`src/rtl/msk_sched_pkg.sv`:
```
// ---------------------------------------------------------------------------
// msk_sched_pkg : shared encodings and sizing helpers for the masked XOR scheduler
// Rev 1.0
// ---------------------------------------------------------------------------
`default_nettype none

`ifndef MSK_SCHED_K
`define MSK_SCHED_K(n, c) ((n) / (c))
`endif

`ifndef MSK_SCHED_CNT_W
`define MSK_SCHED_CNT_W(k) (((k) <= 1) ? 1 : $clog2(k))
`endif

package msk_sched_pkg;

  typedef enum logic [1:0] {
    IDLE = 2'd0,
    RUN  = 2'd1,
    DONE = 2'd2
  } state_e;

  // Bit i of share j lives at i*d+j in every shared bus.
  function automatic int unsigned share_idx(input int unsigned i,
                                            input int unsigned j,
                                            input int unsigned d);
    return i * d + j;
  endfunction

endpackage

`default_nettype wire

```
`src/rtl/MSKxor_par.sv`:
```
// ---------------------------------------------------------------------------
// MSKxor_par : parallel affine masked XOR, share j of a only meets share j of b
// Rev 1.0
// ---------------------------------------------------------------------------
`default_nettype none

module MSKxor_par
  import msk_sched_pkg::*;
#(
  parameter int d     = 2,
  parameter int count = 1
) (
  input  logic [count*d-1:0] ina,
  input  logic [count*d-1:0] inb,
  output logic [count*d-1:0] out
);

  for (genvar i = 0; i < count; i++) begin : g_bit
    for (genvar j = 0; j < d; j++) begin : g_share
      localparam int unsigned IDX = share_idx(i, j, d);
      assign out[IDX] = ina[IDX] ^ inb[IDX];
    end
  end

endmodule

`default_nettype wire

```
`src/rtl/msk_xor_sched.sv`:
```
// ---------------------------------------------------------------------------
// msk_xor_sched : streams two d-share N-bit operands CHUNK bits/cycle through
// one masked XOR lane bank. Optional: MSK_XOR_SCHED_ZEROIZE_EN. Rev 1.0
// ---------------------------------------------------------------------------
`default_nettype none

module msk_xor_sched
  import msk_sched_pkg::*;
#(
  parameter int D     = 2,
  parameter int N     = 128,
  parameter int CHUNK = 32
) (
  input  logic           clk,
  input  logic           rst,
  input  logic           in_valid,
  output logic           in_ready,
  input  logic [N*D-1:0] ina,
  input  logic [N*D-1:0] inb,
  output logic           out_valid,
  input  logic           out_ready,
  output logic [N*D-1:0] out,
  output logic           busy
);

  localparam int K  = `MSK_SCHED_K(N, CHUNK);
  localparam int CW = `MSK_SCHED_CNT_W(K);
  localparam int W  = N * D;
  localparam int LW = CHUNK * D;
  localparam logic [CW-1:0] CNT_LAST = CW'(K - 1);

  if ((N % CHUNK) != 0) begin : g_bad_chunk
    $error("msk_xor_sched: N must be a multiple of CHUNK");
  end

  state_e          state_q, state_d;
  logic [W-1:0]    sa_q, sa_d;
  logic [W-1:0]    sb_q, sb_d;
  logic [W-1:0]    r_q, r_d;
  logic [CW-1:0]   cnt_q, cnt_d;
  logic [LW-1:0]   lane_out;
  logic [W-1:0]    r_shifted;

  MSKxor_par #(
    .d     (D),
    .count (CHUNK)
  ) u_lane (
    .ina (sa_q[LW-1:0]),
    .inb (sb_q[LW-1:0]),
    .out (lane_out)
  );

  // New chunk enters at the top so chunk 0 lands at the bottom after K shifts.
  if (K == 1) begin : g_r_single
    assign r_shifted = lane_out;
  end else begin : g_r_multi
    assign r_shifted = {lane_out, r_q[W-1:LW]};
  end

  assign in_ready  = (state_q == IDLE) && !rst;
  assign out_valid = (state_q == DONE);
  assign busy      = (state_q == RUN) || (state_q == DONE);

`ifdef MSK_XOR_SCHED_ZEROIZE_EN
  assign out = out_valid ? r_q : '0;
`else
  assign out = r_q;
`endif

  always_comb begin
    state_d = state_q;
    sa_d    = sa_q;
    sb_d    = sb_q;
    r_d     = r_q;
    cnt_d   = cnt_q;
    case (state_q)
      IDLE: begin
        if (in_valid) begin
          sa_d    = ina;
          sb_d    = inb;
          cnt_d   = '0;
          state_d = RUN;
        end
      end
      RUN: begin
        sa_d = sa_q >> LW;
        sb_d = sb_q >> LW;
        r_d  = r_shifted;
        if (cnt_q == CNT_LAST) begin
          cnt_d   = '0;
          state_d = DONE;
        end else begin
          cnt_d = cnt_q + CW'(1);
        end
      end
      DONE: begin
        if (out_ready) begin
          state_d = IDLE;
`ifdef MSK_XOR_SCHED_ZEROIZE_EN
          r_d     = '0;
`endif
        end
      end
      default: state_d = IDLE;
    endcase
  end

  always_ff @(posedge clk) begin
    if (rst) begin
      state_q <= IDLE;
      sa_q    <= '0;
      sb_q    <= '0;
      r_q     <= '0;
      cnt_q   <= '0;
    end else begin
      state_q <= state_d;
      sa_q    <= sa_d;
      sb_q    <= sb_d;
      r_q     <= r_d;
      cnt_q   <= cnt_d;
    end
  end

endmodule

`default_nettype wire

```
`config.mk`:
```
export PLATFORM = sky130hd
export DESIGN_NAME = msk_xor_sched
export DESIGN_NICKNAME = d
export VERILOG_FILES = /design/src/rtl/msk_sched_pkg.sv /design/src/rtl/MSKxor_par.sv /design/src/rtl/msk_xor_sched.sv
export SDC_FILE = /design/constraint.sdc
export NUM_CORES = 2
export LEC_CHECK = 0
export CAP_MARGIN = 20
export CELL_PAD_IN_SITES_DETAIL_PLACEMENT = 0
export CELL_PAD_IN_SITES_GLOBAL_PLACEMENT = 1
export CORE_MARGIN = 3
export CORE_UTILIZATION = 39
export DETAILED_ROUTE_END_ITERATION = 12
export PLACE_DENSITY_LB_ADDON = 0.15
export REMOVE_ABC_BUFFERS = 1
export SYNTH_ARGS = -nofsm -noshare
export SYNTH_HDL_FRONTEND = slang
export SYNTH_HIERARCHICAL = 1
export SYNTH_SLANG_ARGS = --single-unit
```
`constraint.sdc`:
```
create_clock -name clk -period 1.98 [get_ports clk]
set_input_delay 0.396 -clock clk [delete_from_list [all_inputs] [get_ports clk]]
set_output_delay 0.396 -clock clk [all_outputs]
set_load 0.01 [all_outputs]
```
==> results by stage <==
Status:
- The flow ran to the end, and the final reports show no timing, DRC or antenna violations.

Placement:
- At the placement stage, the worst setup path has a slack of -0.188 ns.
- The half-perimeter wire length of the detailed placement result is between 70 and 80 mm.
- The count of buffers added on input and output ports is just under 800.
- Routability-driven placement finished with a final weighted congestion of between 0.7 and 0.8.

Global route:
- For met2 alone, demand over resource in global routing was between 30% and 40%.
- In this run the most used layer during global routing was met2.
- The met1 track utilization from global routing is 24.6%.
- The largest net degree at the start of global routing is between 100 and 150.
- The number of global-route vias before repair is between 20000 and 25000.
- The global-route wire length before repair is around 150 mm.
- The initial antenna violation count is 29.
- For this run, global-route usage on met3 was measured as about 4.9%.
- In the global route stage, overall resource usage came out at a little over a fifth.
- The total congestion overflow is 0.

Power and ir drop:
- The sequential power share is 33.0%.
- The power density of the placed cells is about 1400 mW/mm2.
- The internal power summed over all cells is between 40 and 50 mW.
- Summed over all cells, the static leakage comes to between 15 and 20 nW.
- The maximum vdd drop is 1020 uV.
- The clock network accounts for 25.7% of the total power.
- The fraction of power spent switching nets is 35.1%.
- Combinational logic burns about two fifths of the power.
- In this run the power spent charging and discharging nets is approximately 23 mW.

Die:
- In this run the vertical extent of the chip is about 300 um.
- The area of the die is 0.0893 mm2.
- The count of pins on the block boundary is between 700 and 800.
- The die is around 300 um wide.
- In this run the standard cell core region covers approximately 0.084 mm2.
- The initial utilization of the core area, before any placement, comes to around 40%.
- Row generation in the floorplan step produced between 100 and 150 rows.

Drt:
- The detailed router finished its first iteration with 1240 violations.
- The routed wire length is a little under 100 mm.
- The pre-antenna-repair detailed-routing pass consisted of 5 iterations.
- The final routed wire length divided by cell count is 19.0 um.
- In the routed design, unresolved DRC markers number 0.
- After detailed routing, the number of vias per cell comes to 4.88.
- The total via count after detailed routing is roughly 25000.
- In this run the remaining antenna-violating nets after routing total 0.

Final layout:
- The area growth from synthesis to layout is 38.3%.
- The area occupied by multi-input gates is around 0.016 mm2.
- Leaving out fill and tap cells, the most frequent cell in the layout is dfxtp_1.
- The number of inserted filler cells in the final layout is 7593.
- In the final design database the tool counted approximately 4500 nets.
- The storage element area is about 0.015 mm2.
- The share of cells above drive strength 1 is 18.4%.
- Leaving out fill and tap cells, the most frequent cells in the layout are dfxtp_1, nor2_1, mux2i_1, clkdlybuf4s50_1, a211oi_2.

CTS:
- The number of clock buffers added by TritonCTS is slightly below 90.
- The H-tree was split into 3 levels.
- The total number of clock tree sinks is 772.
- Clock-pin slew was measured on the worst setup and hold paths at around 0.06 ns.
- The clock tree buffer depth is 3.
- The CTS tree is yes.
- For the worst-skew pair, the clock arrives at the later sink with an insertion delay of 0.63 ns.
- The master cell of the clock root buffer is clkbuf_16.

Synth:
- The total of warnings raised by yosys is 6.
- Dividing the synthesized area by the synthesized cell count gives roughly 10 um2.
- The count of mapped cells out of synthesis is 3193.
- Sequential cells were found to cover 46.2% of the synthesized design area.
- The cell area that synthesis handed to floorplanning was 0.0334 mm2.
- The number of library cell types mapped by synthesis is 21.
- In this run, synthesis produced a sequential element count of around 770.

Setup path:
- The critical path startpoint category is a register.
- For this design, the slowest cell found on the critical path is dfxtp_2.
- The worst register-to-register path has a setup slack of 0.10 ns.
- The maximum fanout count along the critical path is 4.
- Traced cell by cell, the critical path runs through inv_4 -> ha_4 -> nor2b_4 -> buf_6.
- The critical path arrival is roughly 1.5 ns.
- The number of cells traversed by the worst register-to-register path is 7.
- The worst register-to-register path begins at state_q[0]$_SDFFE_PP0P_.
- The critical path is of the reg2out type.
- The endpoint class of the critical path is a primary output.
- The data required time at the worst endpoint is approximately 1.6 ns.
- The stage delay of the slowest cell on the critical path is about 0.34 ns.
- The capturing point of the worst reg2reg path is sb_q[161]$_SDFFE_PP0P_.

Timing:
- Setup slack on the critical path of the routed design comes to between 0.06 and 0.07 ns.
- The measured slew at the worst slew-check pin is between 0.7 and 0.8 ns.
- On the final layout, the worst hold slack is between 0.2 and 0.3 ns.
- The hold violation count in the final report was 0.
- The count of pins over their slew limit was 0.
- Derived from the worst setup path, the maximum achievable clock frequency is around 520 MHz.
- Measured against its own limit, the worst slew margin works out to 52.4%.
- Setup repair after global routing could not meet its margin everywhere.
- The setup clock skew after layout is 0.0114 ns.
- The final clock period utilization by the worst path is just under 100%.
- The clock period could shrink to roughly 1.9 ns.
- Setup violations remaining at the end of the flow were counted as 0.

Hold path:
- The number of cells on the worst hold path is 3.
- The startpoint of the lowest-slack hold path is rst.
- The worst min-delay path endpoint is out[189]$_SDFFE_PP0N_.
- The worst min-delay path category is in2reg.

Flow run:
- The count of max-cap constraint violations is 0.
## cell families (layout without fill, tap and decap cells)
kind of cell	Yosys count	in the layout	synth area share (%)
DFF	772	772	46.2
and+or+nand+nor	907	907	11.7
buffers and inverters	287	1104	4.71
other	0	20	0
AOI/OAI and AO/OA	514	514	16.3
muxes	644	645	19.3
adders and majority gates	5	5	0.187
xor gates and xnor gates	64	64	1.68
## critical path: cells and delay by family, from the launching register on
family | cells | cell delay (ns)
buffers and inverters | 2 | 0.21
DFF | 1 | 0.34
adders and majority gates | 1 | 0.18
and+or+nand+nor | 1 | 0.17
## what timing repair did
action | 4_1_cts | 5_1_grt
hold buffers | 0 | 0
cloned | 0 | 1
resized for setup | 203 | 50
pin swaps | 0 | 1
buffers inserted | 0 | 3
endpoints found under the setup margin | 167 | 63
## per-stage QoR
stage,TNS [ns],std cells,util [%],power [mW],area [um2]
after floorplan,-,2908,-,25.3,31900
after global placement,-26.67,4979,51.1,49.6,43100
after detailed placement,-47.63,4979,51.1,49.9,43100
after CTS,-0.00132,5141,54.6,66.9,46000
after global routing,-0.0176,5158,54.8,70.3,46300
final,0,5165,54.9,66.2,46300
## final cells by class
cell class	count	share of cell area [%]
clock inverters	30	0.822
inverters	2	0.0216
repair buffers	940	21.0
clock buffers	132	5.79
flip-flops and latches	772	33.5
multi-input cells	2135	35.7
well taps	1134	3.07
diodes	20	0.108
## power groups by stage
stage / logic, mW / registers, mW / clock network [mW]
floorplan: 7.35 / 18.0 / 0
global placement: 27.5 / 22.1 / 0
detailed placement: 27.8 / 22.1 / 0
CTS: 27.6 / 21.8 / 17.5
global route: 29.9 / 22.3 / 18.1
finish: 27.4 / 21.8 / 17.0
## Yosys cell counts
cell / n / area share [%]
mux2_2: 2 / 0.067
buf_2: 130 / 1.9
xor2_1: 64 / 1.7
nand2_1: 129 / 1.4
nor2_1: 642 / 7.2
a211oi_2: 380 / 14
ha_1: 5 / 0.19
nor2b_1: 1 / 0.019
mux2i_1: 642 / 19
dfxtp_1: 772 / 46
a21oi_1: 129 / 1.9
nand2b_1: 5 / 0.094
a32oi_1: 1 / 0.026
or3_1: 1 / 0.019
buf_6: 35 / 1.2
nand3_1: 1 / 0.015
nand3b_1: 128 / 2.9
inv_1: 2 / 0.022
clkbuf_1: 101 / 1.1
a211oi_1: 4 / 0.090
buf_4: 19 / 0.43
## routing by layer
metal	share of wire (%)	up-vias
met1	41	11900
met3	5.1	131
met2	52	531
met5	0.086	-
met4	2.1	14
li1	-	12700
## sequential cells by signal, summed over array words and instances (netlist names)
name,flops
sa_q,256
cnt_q,2
sb_q,256
state_q,2
out,256
## worst max path at each step
stage,slack [ns],cells after the start,end,start
2_1_floorplan,-56.34,4,cnt_q[0]$_SDFFE_PP0P_,state_q[0]$_SDFFE_PP0P_
3_3_place_gp,-0.15,6,sa_q[113]$_SDFFE_PP0P_,in_valid
3_5_place_dp,-0.19,6,sb_q[39]$_SDFFE_PP0P_,in_valid
4_1_cts,-0.001,4,in_ready,state_q[1]$_SDFFE_PP0P_
5_1_grt,-0.02,4,in_ready,state_q[1]$_SDFFE_PP0P_
6_report,0.07,4,in_ready,state_q[1]$_SDFFE_PP0P_
Power figures use the tool's default switching activity.
